### src/rtl/pic_pkg.sv
// Shared types, register addresses and priority-order helpers for the interrupt controller.
package pic_pkg;

  localparam int N_IRQ_DEF = 8;

  typedef enum logic [0:0] {IDLE = 1'b0, REQ = 1'b1} pic_state_e;

  localparam logic [1:0] CFG_MASK = 2'd0;
  localparam logic [1:0] CFG_PEND = 2'd1;
  localparam logic [1:0] CFG_ISR  = 2'd2;
  localparam logic [1:0] CFG_TRIG = 2'd3;

  // v is always below 2*n here, so one conditional subtract is enough
  function automatic int pic_wrap(input int v, input int n);
    return (v >= n) ? v - n : v;
  endfunction

  // position of line idx in the priority order starting at base (0 = highest)
  function automatic int pic_rank(input int idx, input int base, input int n);
    return (idx >= base) ? idx - base : idx + n - base;
  endfunction

endpackage

### src/rtl/pic_ctrl_if.sv
// Core-facing bundle of the interrupt controller: request lines, req/ack/eoi handshake, config port.
interface pic_ctrl_if #(
  parameter int N_IRQ = pic_pkg::N_IRQ_DEF,
  parameter int ID_W  = $clog2(N_IRQ)
);
  logic [N_IRQ-1:0] int_req;
  logic             int_vld;
  logic [ID_W-1:0]  int_num;
  logic             int_ack;
  logic             eoi;
  logic             cfg_we;
  logic [1:0]       cfg_addr;
  logic [N_IRQ-1:0] cfg_wdata;
  logic [N_IRQ-1:0] cfg_rdata;

  modport master (
    output int_req, int_ack, eoi, cfg_we, cfg_addr, cfg_wdata,
    input  int_vld, int_num, cfg_rdata
  );

  modport slave (
    input  int_req, int_ack, eoi, cfg_we, cfg_addr, cfg_wdata,
    output int_vld, int_num, cfg_rdata
  );
endinterface

### src/rtl/pic_prio_enc.sv
// Combinational rotating priority encoder: first set bit of vec scanning upward from base, wrapping.
module pic_prio_enc
  import pic_pkg::*;
#(
  parameter int N    = 8,
  parameter int ID_W = $clog2(N)
) (
  input  logic [N-1:0]    vec,
  input  logic [ID_W-1:0] base,
  output logic            found,
  output logic [ID_W-1:0] idx
);

  logic [ID_W-1:0] cand;

  always_comb begin
    found = 1'b0;
    idx   = '0;
    cand  = '0;
    for (int k = 0; k < N; k++) begin
      cand = ID_W'(pic_wrap(int'(base) + k, N));
      if (!found && vec[cand]) begin
        found = 1'b1;
        idx   = cand;
      end
    end
  end

endmodule

### src/rtl/pic_ctrl.sv
// Sequential PIC: pending/mask/trigger/in-service registers, one interrupt presented via registered int_vld/int_num
// (edge seen at k -> int_vld after k+1); optional rotating priority under PIC_ROTATE_PRIO_EN.
module pic_ctrl
  import pic_pkg::*;
#(
  parameter int N_IRQ = N_IRQ_DEF,
  parameter int ID_W  = $clog2(N_IRQ)
) (
  input  logic     clk,
  input  logic     rst,
  pic_ctrl_if.slave bus
);

  localparam logic [0:0] S_IDLE = IDLE;
  localparam logic [0:0] S_REQ  = REQ;

  logic [N_IRQ-1:0] mask, pend, isr, trig, req_q;
  logic [N_IRQ-1:0] higher, elig, pend_set, pend_clr, pend_nxt, mask_nxt, isr_clr, isr_set;
  logic [0:0]       state;
  logic             vld_q;
  logic [ID_W-1:0]  num_q;
  logic [ID_W-1:0]  base;
  logic             win_found, isr_found;
  logic [ID_W-1:0]  win_idx, isr_idx;
  logic             ack_take, wr_mask, wr_pend, wr_trig;

  assign ack_take = bus.int_ack && (state == S_REQ);
  assign wr_mask  = bus.cfg_we && (bus.cfg_addr == CFG_MASK);
  assign wr_pend  = bus.cfg_we && (bus.cfg_addr == CFG_PEND);
  assign wr_trig  = bus.cfg_we && (bus.cfg_addr == CFG_TRIG);

`ifdef PIC_ROTATE_PRIO_EN
  // the line just serviced drops to lowest priority
  always_ff @(posedge clk or negedge rst) begin
    if (!rst)
      base <= '0;
    else if (bus.eoi && isr_found)
      base <= (isr_idx == ID_W'(N_IRQ - 1)) ? '0 : isr_idx + 1'b1;
  end
`else
  assign base = '0;
`endif

  pic_prio_enc #(.N(N_IRQ), .ID_W(ID_W)) u_isr_enc (
    .vec(isr), .base(base), .found(isr_found), .idx(isr_idx)
  );

  pic_prio_enc #(.N(N_IRQ), .ID_W(ID_W)) u_win_enc (
    .vec(elig), .base(base), .found(win_found), .idx(win_idx)
  );

  // only lines strictly above the highest in-service line may interrupt
  always_comb begin
    higher = '0;
    for (int i = 0; i < N_IRQ; i++)
      higher[i] = !isr_found ||
                  (pic_rank(i, int'(base), N_IRQ) < pic_rank(int'(isr_idx), int'(base), N_IRQ));
  end

  assign elig     = pend & ~mask & higher;
  assign pend_set = (trig & bus.int_req & ~req_q) | (~trig & bus.int_req);
  assign pend_nxt = pend_set | (pend & ~pend_clr);
  assign mask_nxt = wr_mask ? bus.cfg_wdata : mask;

  always_comb begin
    pend_clr = wr_pend ? bus.cfg_wdata : '0;
    isr_clr  = '0;
    isr_set  = '0;
    if (ack_take) begin
      pend_clr[num_q] = 1'b1;
      isr_set[num_q]  = 1'b1;
    end
    if (bus.eoi && isr_found)
      isr_clr[isr_idx] = 1'b1;
  end

  always_ff @(posedge clk or negedge rst) begin
    if (!rst) begin
      mask  <= '0;
      pend  <= '0;
      isr   <= '0;
      trig  <= '1;
      req_q <= '0;
    end else begin
      mask  <= mask_nxt;
      pend  <= pend_nxt;
      isr   <= (isr & ~isr_clr) | isr_set;
      req_q <= bus.int_req;
      if (wr_trig)
        trig <= bus.cfg_wdata;
    end
  end

  always_ff @(posedge clk or negedge rst) begin
    if (!rst) begin
      state <= S_IDLE;
      vld_q <= 1'b0;
      num_q <= '0;
    end else begin
      case (state)
        S_IDLE: if (win_found) begin
          state <= S_REQ;
          vld_q <= 1'b1;
          num_q <= win_idx;
        end
        default: if (ack_take || mask_nxt[num_q] || !pend_nxt[num_q]) begin
          state <= S_IDLE;
          vld_q <= 1'b0;
        end
      endcase
    end
  end

  assign bus.int_vld = vld_q;
  assign bus.int_num = num_q;

  always_comb begin
    case (bus.cfg_addr)
      CFG_MASK: bus.cfg_rdata = mask;
      CFG_PEND: bus.cfg_rdata = pend;
      CFG_ISR:  bus.cfg_rdata = isr;
      default:  bus.cfg_rdata = trig;
    endcase
  end

endmodule

### src/flat_wrapper.sv
// flat-port wrapper written by rule: the top's interface ports become plain ports
module pic_ctrl_flat import pic_pkg::*;
#(
  parameter int N_IRQ = N_IRQ_DEF,
  parameter int ID_W  = $clog2(N_IRQ)
)
  (clk, rst, bus_int_req, bus_int_ack, bus_eoi, bus_cfg_we, bus_cfg_addr, bus_cfg_wdata, bus_int_vld, bus_int_num, bus_cfg_rdata);
  pic_ctrl_if #(.N_IRQ(N_IRQ), .ID_W(ID_W)) bus_i ();
  input  logic clk;
  input  logic rst;
  input wire logic [$bits(bus_i.int_req)-1:0] bus_int_req;
  input wire logic [$bits(bus_i.int_ack)-1:0] bus_int_ack;
  input wire logic [$bits(bus_i.eoi)-1:0] bus_eoi;
  input wire logic [$bits(bus_i.cfg_we)-1:0] bus_cfg_we;
  input wire logic [$bits(bus_i.cfg_addr)-1:0] bus_cfg_addr;
  input wire logic [$bits(bus_i.cfg_wdata)-1:0] bus_cfg_wdata;
  output wire logic [$bits(bus_i.int_vld)-1:0] bus_int_vld;
  output wire logic [$bits(bus_i.int_num)-1:0] bus_int_num;
  output wire logic [$bits(bus_i.cfg_rdata)-1:0] bus_cfg_rdata;
  assign bus_i.int_req = bus_int_req;
  assign bus_i.int_ack = bus_int_ack;
  assign bus_i.eoi = bus_eoi;
  assign bus_i.cfg_we = bus_cfg_we;
  assign bus_i.cfg_addr = bus_cfg_addr;
  assign bus_i.cfg_wdata = bus_cfg_wdata;
  assign bus_int_vld = bus_i.int_vld;
  assign bus_int_num = bus_i.int_num;
  assign bus_cfg_rdata = bus_i.cfg_rdata;
  pic_ctrl #(.N_IRQ(N_IRQ), .ID_W(ID_W)) u_core (.clk(clk), .rst(rst), .bus(bus_i));
endmodule
### config.mk
export PLATFORM = sky130hd
export DESIGN_NAME = pic_ctrl_flat
export DESIGN_NICKNAME = d
export VERILOG_FILES = /design/src/rtl/pic_pkg.sv /design/src/rtl/pic_ctrl_if.sv /design/src/rtl/pic_prio_enc.sv /design/src/rtl/pic_ctrl.sv /design/src/flat_wrapper.sv
export SDC_FILE = /design/constraint.sdc
export NUM_CORES = 1
export LEC_CHECK = 0
export CAP_MARGIN = 10
export CORE_ASPECT_RATIO = 1.4
export CORE_UTILIZATION = 35
export CTS_BUF_LIST = sky130_fd_sc_hd__clkbuf_16
export CTS_CLUSTER_DIAMETER = 50
export DETAILED_ROUTE_END_ITERATION = 16
export PLACE_DENSITY_LB_ADDON = 0.05
export SYNTH_ARGS = -nofsm -noshare
export SYNTH_HDL_FRONTEND = slang
export SYNTH_SLANG_ARGS = --single-unit
### constraint.sdc
create_clock -name clk -period 2.4 [get_ports clk]
set_input_delay 0.36 -clock clk [delete_from_list [all_inputs] [get_ports clk]]
set_output_delay 0.36 -clock clk [all_outputs]
set_load 0.005 [all_outputs]
; ---- Word-level counts from Yosys, hierarchy flattened
; Cells that the tools add are included.
[classes]
addsub = 1
n_lt_le_gt_ge = 13
n_eq_ne = 4
n_mux = 51
bitwise = 17
reduce_logical = 51
[ops]
columns = cell, n
row1 = $lt A4 B32 Y1 const A, 4
row2 = $lt A3 B32 Y1 const A, 2
row3 = $and A8 B8 Y8, 7
row4 = $mux W8, 5
row5 = $not A8 Y8, 5
row6 = $mux W3, 12
row7 = $or A8 B8 Y8, 4
row8 = $mux W1, 28
row9 = $pmux W8 S3, 1
row10 = $logic_and A1 B1 Y1, 21
row11 = $logic_not A1 Y1, 16
row12 = $logic_or A1 B1 Y1, 10
row13 = $lt A1 B5 Y1 const A, 2
row14 = $ge A3 B1 Y1 const B, 3
row15 = $lt A3 B4 Y1 const B, 2
row16 = $bmux W1 S3, 2
row17 = $demux W1 S3, 2
row18 = $add A3 B4 Y5 const B, 1
row19 = $mux W5, 1
row20 = $eq A2 B2 Y1 const B, 2
row21 = $reduce_and A2 Y1, 2
row22 = $eq A2 B1 Y1 const B, 1
row23 = $logic_not A2 Y1, 1
row24 = $ne A2 B2 Y1 const B, 1
row25 = 2 further kinds, 2
[word_totals]
reg_bits = 45
inputBits = 23
wordCells = 145

; ---- Longest topological paths before layout
; Gate-level depths: netlist of run 1.
[depth]
depth_word = 51
depth_mapped = 8
ltp_nobuf = 6

; ---- Modules after synthesis
; A second synthesis of run 1 with hierarchy kept.
[hier_totals]
hier_cells = 412
hier_area_um2 = 4058.9
[by_module_without_submodules]
columns = mod, n_inst, cells_each, area_per_inst_um2, seq_area_each_um2
row1 = pic_ctrl, 1, 212, 2432.3, 1136.1
row2 = pic_prio_enc, 2, 100, 813.3, 0.0

; ---- Worst setup path before layout of run 1
; No wires, ideal clock.
[synth_path]
path_kind = input to register
from = input bus_cfg_addr[0]
to = register u_core.vld_q (netlist: u_core.bus.int_vld)
arrival_ns = 2.000
t_required_ns = 2.334
path_slack_ns = 0.335
stages = 7
path_buffers = 1
cell_sequence = buf_2 nor3b_4 mux2_2 o311ai_2 o22ai_1 nor3_1 a31o_1
[synth_via]
elab_cells_between_ends = 20
classes_between = 2 x eq/ne / 7 x mux / 4 x bitwise / 7 x reduce/logical
[synth_rtl]
columns = item, line_no
row1 = "start, declared", flat_wrapper.sv:15  ; input wire logic [$bits(bus_i.cfg_addr)-1:0] bus_cfg_addr;
row2 = $logic_not A2 Y1, pic_ctrl.sv:28  ; assign wr_mask = bus.cfg_we && (bus.cfg_addr == CFG_MASK);
row3 = $logic_and A1 B1 Y1, pic_ctrl.sv:28
row4 = $mux W8, pic_ctrl.sv:63  ; assign mask_nxt = wr_mask ? bus.cfg_wdata : mask;
row5 = via u_core.mask_nxt[5], pic_ctrl.sv:18  ; logic [N_IRQ-1:0] higher, elig, pend_set, pend_clr, pend_nxt, mask_nxt, isr_clr, isr_set;
row6 = $bmux W1 S3, pic_ctrl.sv:106  ; default: if (ack_take || mask_nxt[num_q] || !pend_nxt[num_q]) begin
row7 = $mux W1 (implied by the code), pic_ctrl.sv:106
row8 = $logic_or A1 B1 Y1 (2 in a row), pic_ctrl.sv:106
row9 = $ne A2 B2 Y1 (no line), -
row10 = $reduce_and A2 Y1 (no line), -
row11 = "end signal, assigned", pic_ctrl.sv:97  ; vld_q <= 1'b0;
row12 = "end signal, assigned", pic_ctrl.sv:103  ; vld_q <= 1'b1;
row13 = "end signal, assigned", pic_ctrl.sv:108  ; vld_q <= 1'b0;
row14 = "end, declared", pic_ctrl.sv:20  ; logic vld_q;
; The timed path passes the listed nets, and every way through them passes these cells. The select of a mux whose other input is x is not followed.
; A chain may end at the register's enable or synchronous reset.

; ---- Worst setup path in the final report of run 1
[layout_path]
from = register u_core.isr[0]
to = output bus_cfg_rdata[0]
[layout_via]
elab_chain_cells = 1
[layout_lines]
columns = item, line_no
row1 = "start, declared", pic_ctrl.sv:17  ; logic [N_IRQ-1:0] mask, pend, isr, trig, req_q;
row2 = "start signal, assigned", pic_ctrl.sv:87  ; isr <= (isr & ~isr_clr) | isr_set;
row3 = $pmux W8 S3, pic_ctrl.sv:118  ; case (bus.cfg_addr)
row4 = "end, declared", flat_wrapper.sv:19  ; output wire logic [$bits(bus_i.cfg_rdata)-1:0] bus_cfg_rdata;
; Every way passes these cells.

==> impl_metrics.env, run 1 <==
export IMPL_status="finished clean"
export IMPL_grt_overflow=0
export IMPL_clock_latency_ns=0.28
export IMPL_fin_ws_ns=0.2020
export IMPL_synth_ff_type="dfrtp_1"
export IMPL_core_region_area_sq_um=6656
export IMPL_hpwl_mm=4.817
export IMPL_clkSinkCount=45
export IMPL_power_mw=3.288
export IMPL_first_iter_violations=97
export IMPL_crit_end="bus_cfg_rdata[0]"
export IMPL_multiInputGateArea_sq_um=1202
export IMPL_r2r_end="u_core.state$_DFF_PN0_"
export IMPL_antenna_found_initial=0
export IMPL_die_h_microns=100.6
export IMPL_synthTopCellsByCount="37 x dfrtp_1, 33 x nand2_1, 14 x o21ai_0"
export IMPL_routedWlPerCell_microns=17.67
export IMPL_drc_errors=0
export IMPL_grt_pass1_wl_mm=10.33
export IMPL_syn_area_per_cell_sq_um=10.95
export IMPL_skew_ns=0.002181
export IMPL_r2r_start="u_core.state$_DFF_PN0_"
export IMPL_ir_drop_mv=0.3945
export IMPL_fp_row_count=35
export IMPL_crit_path_cell_trace="buf_4 > mux4_2 > clkdlybuf4s50_1"
export IMPL_max_stage_delay_ns=0.46
export IMPL_dp_cells=353
export IMPL_r2r_cells=7
export IMPL_max_freq_mhz=455.0
export IMPL_synthArstFlopShare=1.000
export IMPL_synth_seq_cells=45
export IMPL_vias=1906
export IMPL_synth_top_area_cell="dfrtp_1"
export IMPL_hold_ws_ns=0.06260
export IMPL_area_growth_pct=28.12
export IMPL_die_area_sq_um=7284
export IMPL_totalNegativeSetupSlack_ns=0
export IMPL_clk_path_buf_depth=2
export IMPL_p_leak_nw=1.302
export IMPL_fin_crit_ns=2.198
export IMPL_synth_nets=245
export IMPL_cts_inserted_buffers=5
export IMPL_slew_limit_headroom=0.6295
export IMPL_dr_pass1_iters=4
export IMPL_initial_core_util=0.3650
export IMPL_power_density_nw_per_um2=1056
export IMPL_avgViaCountPerCell=5.265
export IMPL_io_pins=35
export IMPL_cp_required_ns=2.04
export IMPL_grt_max_degree=24
export IMPL_cp_max_fo=6
export IMPL_grt_use_total=0.1928
export IMPL_root_buffer="clkbuf_16"
export IMPL_clkTransAtPathRegs_ns=0.06
export IMPL_rsz0062_at_grt="false"
export IMPL_yosysUniqueCellTypes=51
export IMPL_postSynthCellCount=222
export IMPL_pre_cts_slack_ns=-0.2050
export IMPL_slew_violations=0
export IMPL_endpoint_kind="output port"
export IMPL_seq_area_sq_um=1136
export IMPL_cap_violations=0
export IMPL_layout_cells_non_filler=362
export IMPL_arrival_ns=1.84
export IMPL_yosysMostFrequentCell="dfrtp_1"
export IMPL_hold_viol=0
export IMPL_r2r_setup_slack_ns=0.35
export IMPL_critPathLaunchType="flip-flop"
export IMPL_nets=293
export IMPL_cts_tree="done"
export IMPL_syn_area_sq_um=2430
export IMPL_worstSetupStartpoint="u_core.isr[0]$_DFF_PN0_"
export IMPL_gp_congestion=0.8754
export IMPL_post_route_period_util=0.9159
export IMPL_wl_mm=6.398
export IMPL_cts_htree_levels=2
export IMPL_grt_pass1_vias=1926
export IMPL_fill_cells=661
export IMPL_synth_top_area_frac=0.3811
export IMPL_synth_edff_count=0
export IMPL_tightest_slew_ns=0.5557
export IMPL_die_x_microns=72.42
export IMPL_synth_seq_area_share=0.4676
export IMPL_critPathKind="flip-flop to output port"
export IMPL_synth_area_leaders="dfrtp_1 38%, dfstp_2 8.7%, mux4_2 7.4%, nand2_1 5.1%, mux2_2 4.2%"
export IMPL_setup_viol=0
export IMPL_slowest_stage="mux4_2"
export IMPL_ant_nets=0
export IMPL_hp_class="primary input to async pin"
export IMPL_ctsHoldBuffers=0
export IMPL_drive_above_1_share=0.2259
export IMPL_portBuffers=34
export IMPL_diodes=0
export IMPL_ys_warnings_count=0
[registers in the layout, summed over array words and instances (netlist names)]
register / flops
u_core.bus.int_num: 3
u_core.state: 1
u_core.pend: 8
u_core.req_q: 8
u_core.isr: 8
u_core.mask: 8
u_core.trig: 8
u_core.bus.int_vld: 1
[cells in the final DEF (no fill, tap or decap), types with 3 or more instances in the layout]
cell type	n
mux2_4	4
nand4b_1	8
nand2_1	33
nor2_1	11
dfstp_2	8
a21o_1	5
nand2b_1	7
inv_1	10
a32oi_1	4
clkdlybuf4s50_1	31
buf_4	14
clkbuf_16	5
o21ai_0	14
a21boi_0	3
mux4_2	8
dfrtp_1	37
a21oi_1	4
nand3_1	4
nor3_1	5
mux2_2	9
[final cells by class]
cell class	instances	share of cell area
multi-input cells	158	0.3863
flip-flops and latches	45	0.3650
repair buffers	51	0.1584
clock buffers	5	0.04019
well taps	92	0.03698
inverters	9	0.01085
clock inverters	2	0.002412
[routing by layer]
metal	part of all wire	vias to the layer above	GRT usage
met3	0.044	10	0.03200
met4	0.016	0	0.06335
met5	0	-	0
li1	-	925	-
met2	0.51	51	0.3235
met1	0.43	920	0.2511
[cell families (layout without fill, tap and decap cells)]
kind of cell           Yosys count  after routing  share of synthesized area
DFF                             45             45                     0.4676
muxes                           21             21                     0.1406
buffers and inverters           19             67                    0.03965
AOI/OAI and AO/OA               56             56                     0.1699
and+or+nand+nor                 81             81                     0.1823
[worst min path at each step]
stage / depth (start not counted) / startpoint / to / slack, ns
5_1_grt: 1 / rst / u_core.req_q[3]$_DFF_PN0_ / 0.10
3_5_place_dp: 1 / rst / u_core.pend[3]$_DFF_PN0_ / 0.38
6_report: 1 / rst / u_core.req_q[3]$_DFF_PN0_ / 0.06
2_1_floorplan: 0 / rst / u_core.bus.int_num[0]$_DFFE_PN0P_ / 0.06
4_1_cts: 1 / rst / u_core.req_q[3]$_DFF_PN0_ / 0.08
3_3_place_gp: 1 / rst / u_core.mask[3]$_DFF_PN0_ / 0.38
[critical path: cells and delay by family, from the launching register on]
| kind | cells | cell delay, ns |
|---|---|---|
| buffers and inverters | 2 | 0.65 |
| flip-flops | 1 | 0.45 |
| multiplexers | 1 | 0.46 |
[where the power goes]
part | internal [mW] | switching, mW | total, mW | leakage, nW
clock | 0.373 | 0.273 | 0.645 | 0.0685
sequential | 0.965 | 0.254 | 1.22 | 0.513
combinational | 0.721 | 0.702 | 1.42 | 0.721
total | 2.06 | 1.23 | 3.29 | 1.30
[through the flow]
step                      instance area [sq um]  utilization
after CTS                                  3100       0.4658
final                                      3113       0.4677
after global placement                     2943       0.4421
after floorplan                            2430            -
after global routing                       3113       0.4677
after detailed placement                   2943       0.4421
[what timing repair did]
action / CTS / global route
gates resized for setup: 7 / 1
endpoints found under the setup margin: 8 / 2
setup buffers: 1 / 1
No activity file was read; power rests on OpenSTA's default activity.
==> run 2: changes to the inputs <==
--- a/config.mk
+++ b/config.mk
@@ -12,6 +12,7 @@
 export CTS_CLUSTER_DIAMETER = 50
 export DETAILED_ROUTE_END_ITERATION = 16
 export PLACE_DENSITY_LB_ADDON = 0.05
+export SETUP_SLACK_MARGIN = 0.1
 export SYNTH_ARGS = -nofsm -noshare
 export SYNTH_HDL_FRONTEND = slang
 export SYNTH_SLANG_ARGS = --single-unit
==> run 2 against run 1 <==
Non-clock buffer count unchanged. Fmax about the same. Critical path depth unchanged. Cell count stayed put. Via count about the same. First-iteration DRC count down 7.2%. Largest power group unchanged.
==> impl_metrics.env, run 2 (synthesis results as in run 1) <==
export IMPL_status="finished clean"
export IMPL_setup_viol=0
export IMPL_ir_drop_mv=0.3946
export IMPL_path_buf_inv=2
export IMPL_initial_core_util=0.3650
export IMPL_drc_errors=0
export IMPL_critPathLaunchType="flip-flop"
export IMPL_portBuffers=34
export IMPL_rsz0062_at_grt="false"
export IMPL_grt_use_total=0.1922
export IMPL_fin_crit_ns=2.198
export IMPL_skew_ns=0.002571
export IMPL_grt_pass1_vias=1939
export IMPL_cts_inserted_buffers=5
export IMPL_clock_latency_ns=0.28
export IMPL_nets=293
export IMPL_cap_violations=0
export IMPL_ant_nets=0
export IMPL_layout_common_cells="37 x dfrtp_1, 33 x nand2_1, 31 x clkdlybuf4s50_1"
export IMPL_cts_htree_levels=2
export IMPL_clkTransAtPathRegs_ns=0.06
export IMPL_worstSetupStartpoint="u_core.isr[0]$_DFF_PN0_"
export IMPL_die_x_microns=72.42
export IMPL_clk_path_buf_depth=2
export IMPL_seq_area_sq_um=1136
export IMPL_post_route_period_util=0.9158
export IMPL_cts_tree="done"
export IMPL_r2r_cells=7
export IMPL_p_leak_nw=1.302
export IMPL_dp_cells=353
export IMPL_hpwl_mm=4.817
export IMPL_area_growth_pct=28.12
export IMPL_routedWlPerCell_microns=17.66
export IMPL_pre_cts_slack_ns=-0.2050
export IMPL_root_buffer="clkbuf_16"
export IMPL_grt_max_degree=24
export IMPL_clkSinkCount=45
export IMPL_r2r_end="u_core.state$_DFF_PN0_"
export IMPL_slew_limit_headroom=0.6292
export IMPL_dr_pass1_iters=4
export IMPL_grt_overflow=0
export IMPL_core_region_area_sq_um=6656
export IMPL_gp_congestion=0.8754
export IMPL_totalNegativeSetupSlack_ns=0
export IMPL_slew_violations=0
export IMPL_die_h_microns=100.6
export IMPL_critPathKind="flip-flop to output port"
export IMPL_drive_above_1_share=0.2259
export IMPL_max_stage_delay_ns=0.46
export IMPL_cp_required_ns=2.04
export IMPL_finish_utilization=0.4677
export IMPL_tightest_slew_ns=0.5562
export IMPL_io_pins=35
export IMPL_hp_class="primary input to async pin"
export IMPL_arrival_ns=1.84
export IMPL_antenna_found_initial=0
export IMPL_multiInputGateArea_sq_um=1202
export IMPL_die_area_sq_um=7284
export IMPL_avgViaCountPerCell=5.268
export IMPL_crit_path_cell_trace="buf_4 > mux4_2 > clkdlybuf4s50_1"
export IMPL_grt_pass1_wl_mm=10.29
export IMPL_power_density_nw_per_um2=1057
export IMPL_path_depth=3
export IMPL_wl_mm=6.393
export IMPL_fp_row_count=35
export IMPL_r2r_start="u_core.state$_DFF_PN0_"
export IMPL_first_iter_violations=90
export IMPL_slowest_stage="mux4_2"
export IMPL_fill_cells=661
export IMPL_hold_viol=0
export IMPL_endpoint_kind="output port"
export IMPL_crit_end="bus_cfg_rdata[0]"
export IMPL_final_common_cell="dfrtp_1"
export IMPL_layout_cells_non_filler=362
export IMPL_vias=1907
export IMPL_diodes=0
export IMPL_cp_max_fo=6
export IMPL_cp_top_family="buffers and inverters"
export IMPL_max_freq_mhz=455.0
export IMPL_r2r_setup_slack_ns=0.36
export IMPL_fin_ws_ns=0.2020
==> run 2: cell counts in the layout (fill, tap and decap cells not counted) <==
No cell type changed its count.
==> run 2: timing repair <==
action	in CTS	in global routing
setup buffers	1	1
gates resized for setup	8	0
pin swaps	0	0
setup endpoints to repair	10	2
hold endpoints to repair	0	0
hold buffers	0	0
==> run 2: area by class of cell <==
type                            count  area share
Clock buffer                        5     0.04019
Clock inverter                      2    0.002412
Inverter                            9     0.01085
Multi-Input combinational cell    158      0.3863
Sequential cell                    45      0.3650
Tap cell                           92     0.03698
Timing Repair Buffer               51      0.1584
==> run 2: worst min-delay path by stage <==
stage,start,to
floorplan,rst,u_core.bus.int_num[0]$_DFFE_PN0P_
global route,rst,u_core.req_q[3]$_DFF_PN0_
finish,rst,u_core.req_q[3]$_DFF_PN0_
CTS,rst,u_core.req_q[3]$_DFF_PN0_
detailed placement,rst,u_core.pend[3]$_DFF_PN0_
global placement,rst,u_core.mask[3]$_DFF_PN0_
==> run 2: routing by layer <==
metal  GRT usage  up-vias  part of all wire
met5           0        -                 0
met4     0.07089        0             0.022
met3     0.03200       12             0.043
met2      0.3199       52              0.51
met1      0.2492      919              0.43
li1            -      924                 -
==> run 2: where the power goes <==
part | total (mW) | internal, mW | switching [mW]
sequential | 1.22 | 0.965 | 0.254
combinational | 1.43 | 0.721 | 0.704
clock | 0.646 | 0.373 | 0.273
total | 3.29 | 2.06 | 1.23
==> run 2: through the flow <==
step | cell area [sq um] | hold WS (ns) | total power [mW]
final | 3113 | 0.06267 | 3.290
after global placement | 2943 | 0.3839 | 2.646
after floorplan | 2430 | 0.06441 | 2.080
after detailed placement | 2943 | 0.3826 | 2.640
after global routing | 3113 | 0.1046 | 3.525
after CTS | 3105 | 0.08047 | 3.319
==> run 3: changes to the inputs <==
--- a/config.mk
+++ b/config.mk
@@ -7,7 +7,7 @@
 export LEC_CHECK = 0
 export CAP_MARGIN = 10
 export CORE_ASPECT_RATIO = 1.4
-export CORE_UTILIZATION = 35
+export CORE_UTILIZATION = 50
 export CTS_BUF_LIST = sky130_fd_sc_hd__clkbuf_16
 export CTS_CLUSTER_DIAMETER = 50
 export DETAILED_ROUTE_END_ITERATION = 16
==> run 3 against run 2 <==
Combinational power decreased by 3%. Power decreased by 0.78%. Cell count decreased by 7.2%. Hold slack got worse by 0.014 ns.
==> impl_metrics.env, run 3 (synthesis results as in run 1) <==
export IMPL_clk_path_buf_depth=2
export IMPL_critPathLaunchType="primary input"
export IMPL_first_iter_violations=117
export IMPL_die_area_sq_um=5146
export IMPL_place_area_sq_um=2913
export IMPL_ctsHoldBuffers=0
export IMPL_slew_limit_headroom=0.6733
export IMPL_seq_power_share=0.383
export IMPL_clkTransAtPathRegs_ns=0.06
export IMPL_grt_pass1_wl_mm=9.880
export IMPL_hpwl_mm=4.393
export IMPL_multiInputGateArea_sq_um=1206
export IMPL_dr_pass1_iters=4
export IMPL_antenna_found_initial=0
export IMPL_status="finished clean"
export IMPL_cp_required_ns=2.62
export IMPL_ir_drop_mv=0.5475
export IMPL_p_leak_nw=1.317
export IMPL_root_buffer="clkbuf_16"
export IMPL_skew_ns=0.003979
export IMPL_arrival_ns=2.41
export IMPL_max_freq_mhz=458.3
export IMPL_nets=296
export IMPL_cts_htree_levels=2
export IMPL_power_share_clock=0.195
export IMPL_critPathKind="primary input to flip-flop"
export IMPL_avgViaCountPerCell=5.970
export IMPL_post_route_period_util=0.9091
export IMPL_routedWlPerCell_microns=18.15
export IMPL_final_cell_area_sq_um=3092
export IMPL_clock_latency_ns=0.28
export IMPL_wl_mm=6.098
export IMPL_portBuffers=34
export IMPL_tightest_slew_ns=0.4856
export IMPL_initial_core_util=0.5273
export IMPL_gp_congestion=0.8904
export IMPL_switching_share=0.3728
export IMPL_slew_violations=0
export IMPL_final_common_cell="dfrtp_1"
export IMPL_cts_inserted_buffers=5
export IMPL_grt_pass1_vias=1999
export IMPL_power_density_nw_per_um2=1056
export IMPL_hp_class="primary input to async pin"
export IMPL_grt_max_degree=46
export IMPL_totalNegativeSetupSlack_ns=0
export IMPL_power_switching_mw=1.217
export IMPL_endpoint_kind="flip-flop"
export IMPL_hold_viol=0
export IMPL_layout_common_cells="37 x dfrtp_1, 33 x nand2_1, 31 x clkdlybuf4s50_1"
export IMPL_ant_nets=0
export IMPL_drc_errors=0
export IMPL_rsz0062_at_grt="false"
export IMPL_cts_tree="done"
export IMPL_io_pins=35
export IMPL_clkSinkCount=45
export IMPL_diodes=0
export IMPL_cap_violations=0
export IMPL_cp_max_fo=4
export IMPL_p_int_mw=2.047
export IMPL_core_region_area_sq_um=4608
export IMPL_drive_above_1_share=0.2372
export IMPL_seq_area_sq_um=1136
export IMPL_grt_overflow=0
export IMPL_fp_row_count=29
export IMPL_setup_viol=0
export IMPL_area_growth_pct=27.24
export IMPL_vias=2006
export IMPL_pwr_share_comb=0.422
export IMPL_fin_crit_ns=2.182
export IMPL_fill_cells=379
export IMPL_die_x_microns=60.92
export IMPL_grt_use_total=0.2661
export IMPL_die_h_microns=84.48
## run 3: cell count changes in the layout (fill, tap and decap cells not counted), sizes merged
| cell | previous run | this run |
|---|---|---|
| buf | 18 | 21 |
| inv | 10 | 11 |
## run 3: final cells by class
| class | instances | share of cell area |
|---|---|---|
| clock buffers | 5 | 0.04047 |
| clock inverters | 3 | 0.003642 |
| inverters | 9 | 0.01093 |
| multi-input cells | 158 | 0.3901 |
| flip-flops and latches | 45 | 0.3675 |
| well taps | 62 | 0.02509 |
| repair buffers | 54 | 0.1623 |
## run 3: what timing repair did
item / 4_1_cts / 5_1_grt
pin swaps: 0 / 4
gates cloned: 2 / 0
hold endpoints to repair: 0 / 0
setup buffers: 1 / 1
gates resized for setup: 5 / 2
setup endpoints to repair: 10 / 2
## run 3: path summary, 6_finish.rpt
kind                                             from                                 to  slack (ns)  depth (start not counted)
min in group clk           u_core.trig[2]$_DFFE_PN1P_         u_core.trig[2]$_DFFE_PN1P_        0.50                          2
min                                               rst          u_core.req_q[3]$_DFF_PN0_        0.05                          2
max                                        bus_cfg_we             u_core.state$_DFF_PN0_        0.22                          9
max reg2reg                   u_core.isr[0]$_DFF_PN0_  u_core.bus.int_num[0]$_DFFE_PN0P_        0.27                          5
min reg2reg                u_core.trig[2]$_DFFE_PN1P_         u_core.trig[2]$_DFFE_PN1P_        0.50                          2
max in group asynchronous                         rst         u_core.trig[5]$_DFFE_PN1P_        2.09                          2
## run 3: metal layers
metal  part of all wire  global-route usage  routed length (microns)
met1               0.40              0.3262                     2422
met2               0.54              0.4585                     3279
met3              0.040             0.04468                      242
met4              0.025             0.09298                      155
met5                  0                   0                        0
## run 3: critical path, cell delays in order
cell and delay, ns:
clkdlybuf4s50_1 0.49, nor3b_4 0.26, buf_6 0.15, buf_4 0.16
mux2_4 0.32, a21oi_2 0.13, a221oi_2 0.08, nor3_2 0.27
a31o_1 0.18
## run 3: through the flow
stage	hold slack, ns	cells	util	worst slack [ns]	total power, mW
after CTS	0.05823	335	0.6677	0.1455	3.270
after global routing	0.06704	336	0.6709	0.07903	3.466
after floorplan	0.06441	222	-	0.3345	2.080
after global placement	0.3595	324	0.6321	-0.1572	2.592
after detailed placement	0.3584	324	0.6321	-0.2279	2.610
final	0.04868	336	0.6709	0.2181	3.265
## run 3: power groups by stage
| stage | sequential, mW | combinational, mW | clock [mW] |
|---|---|---|---|
| floorplan | 1.12 | 0.960 | 0 |
| global placement | 1.25 | 1.34 | 0 |
| detailed placement | 1.26 | 1.35 | 0 |
| CTS | 1.24 | 1.38 | 0.648 |
| global route | 1.28 | 1.51 | 0.681 |
| finish | 1.25 | 1.38 | 0.636 |
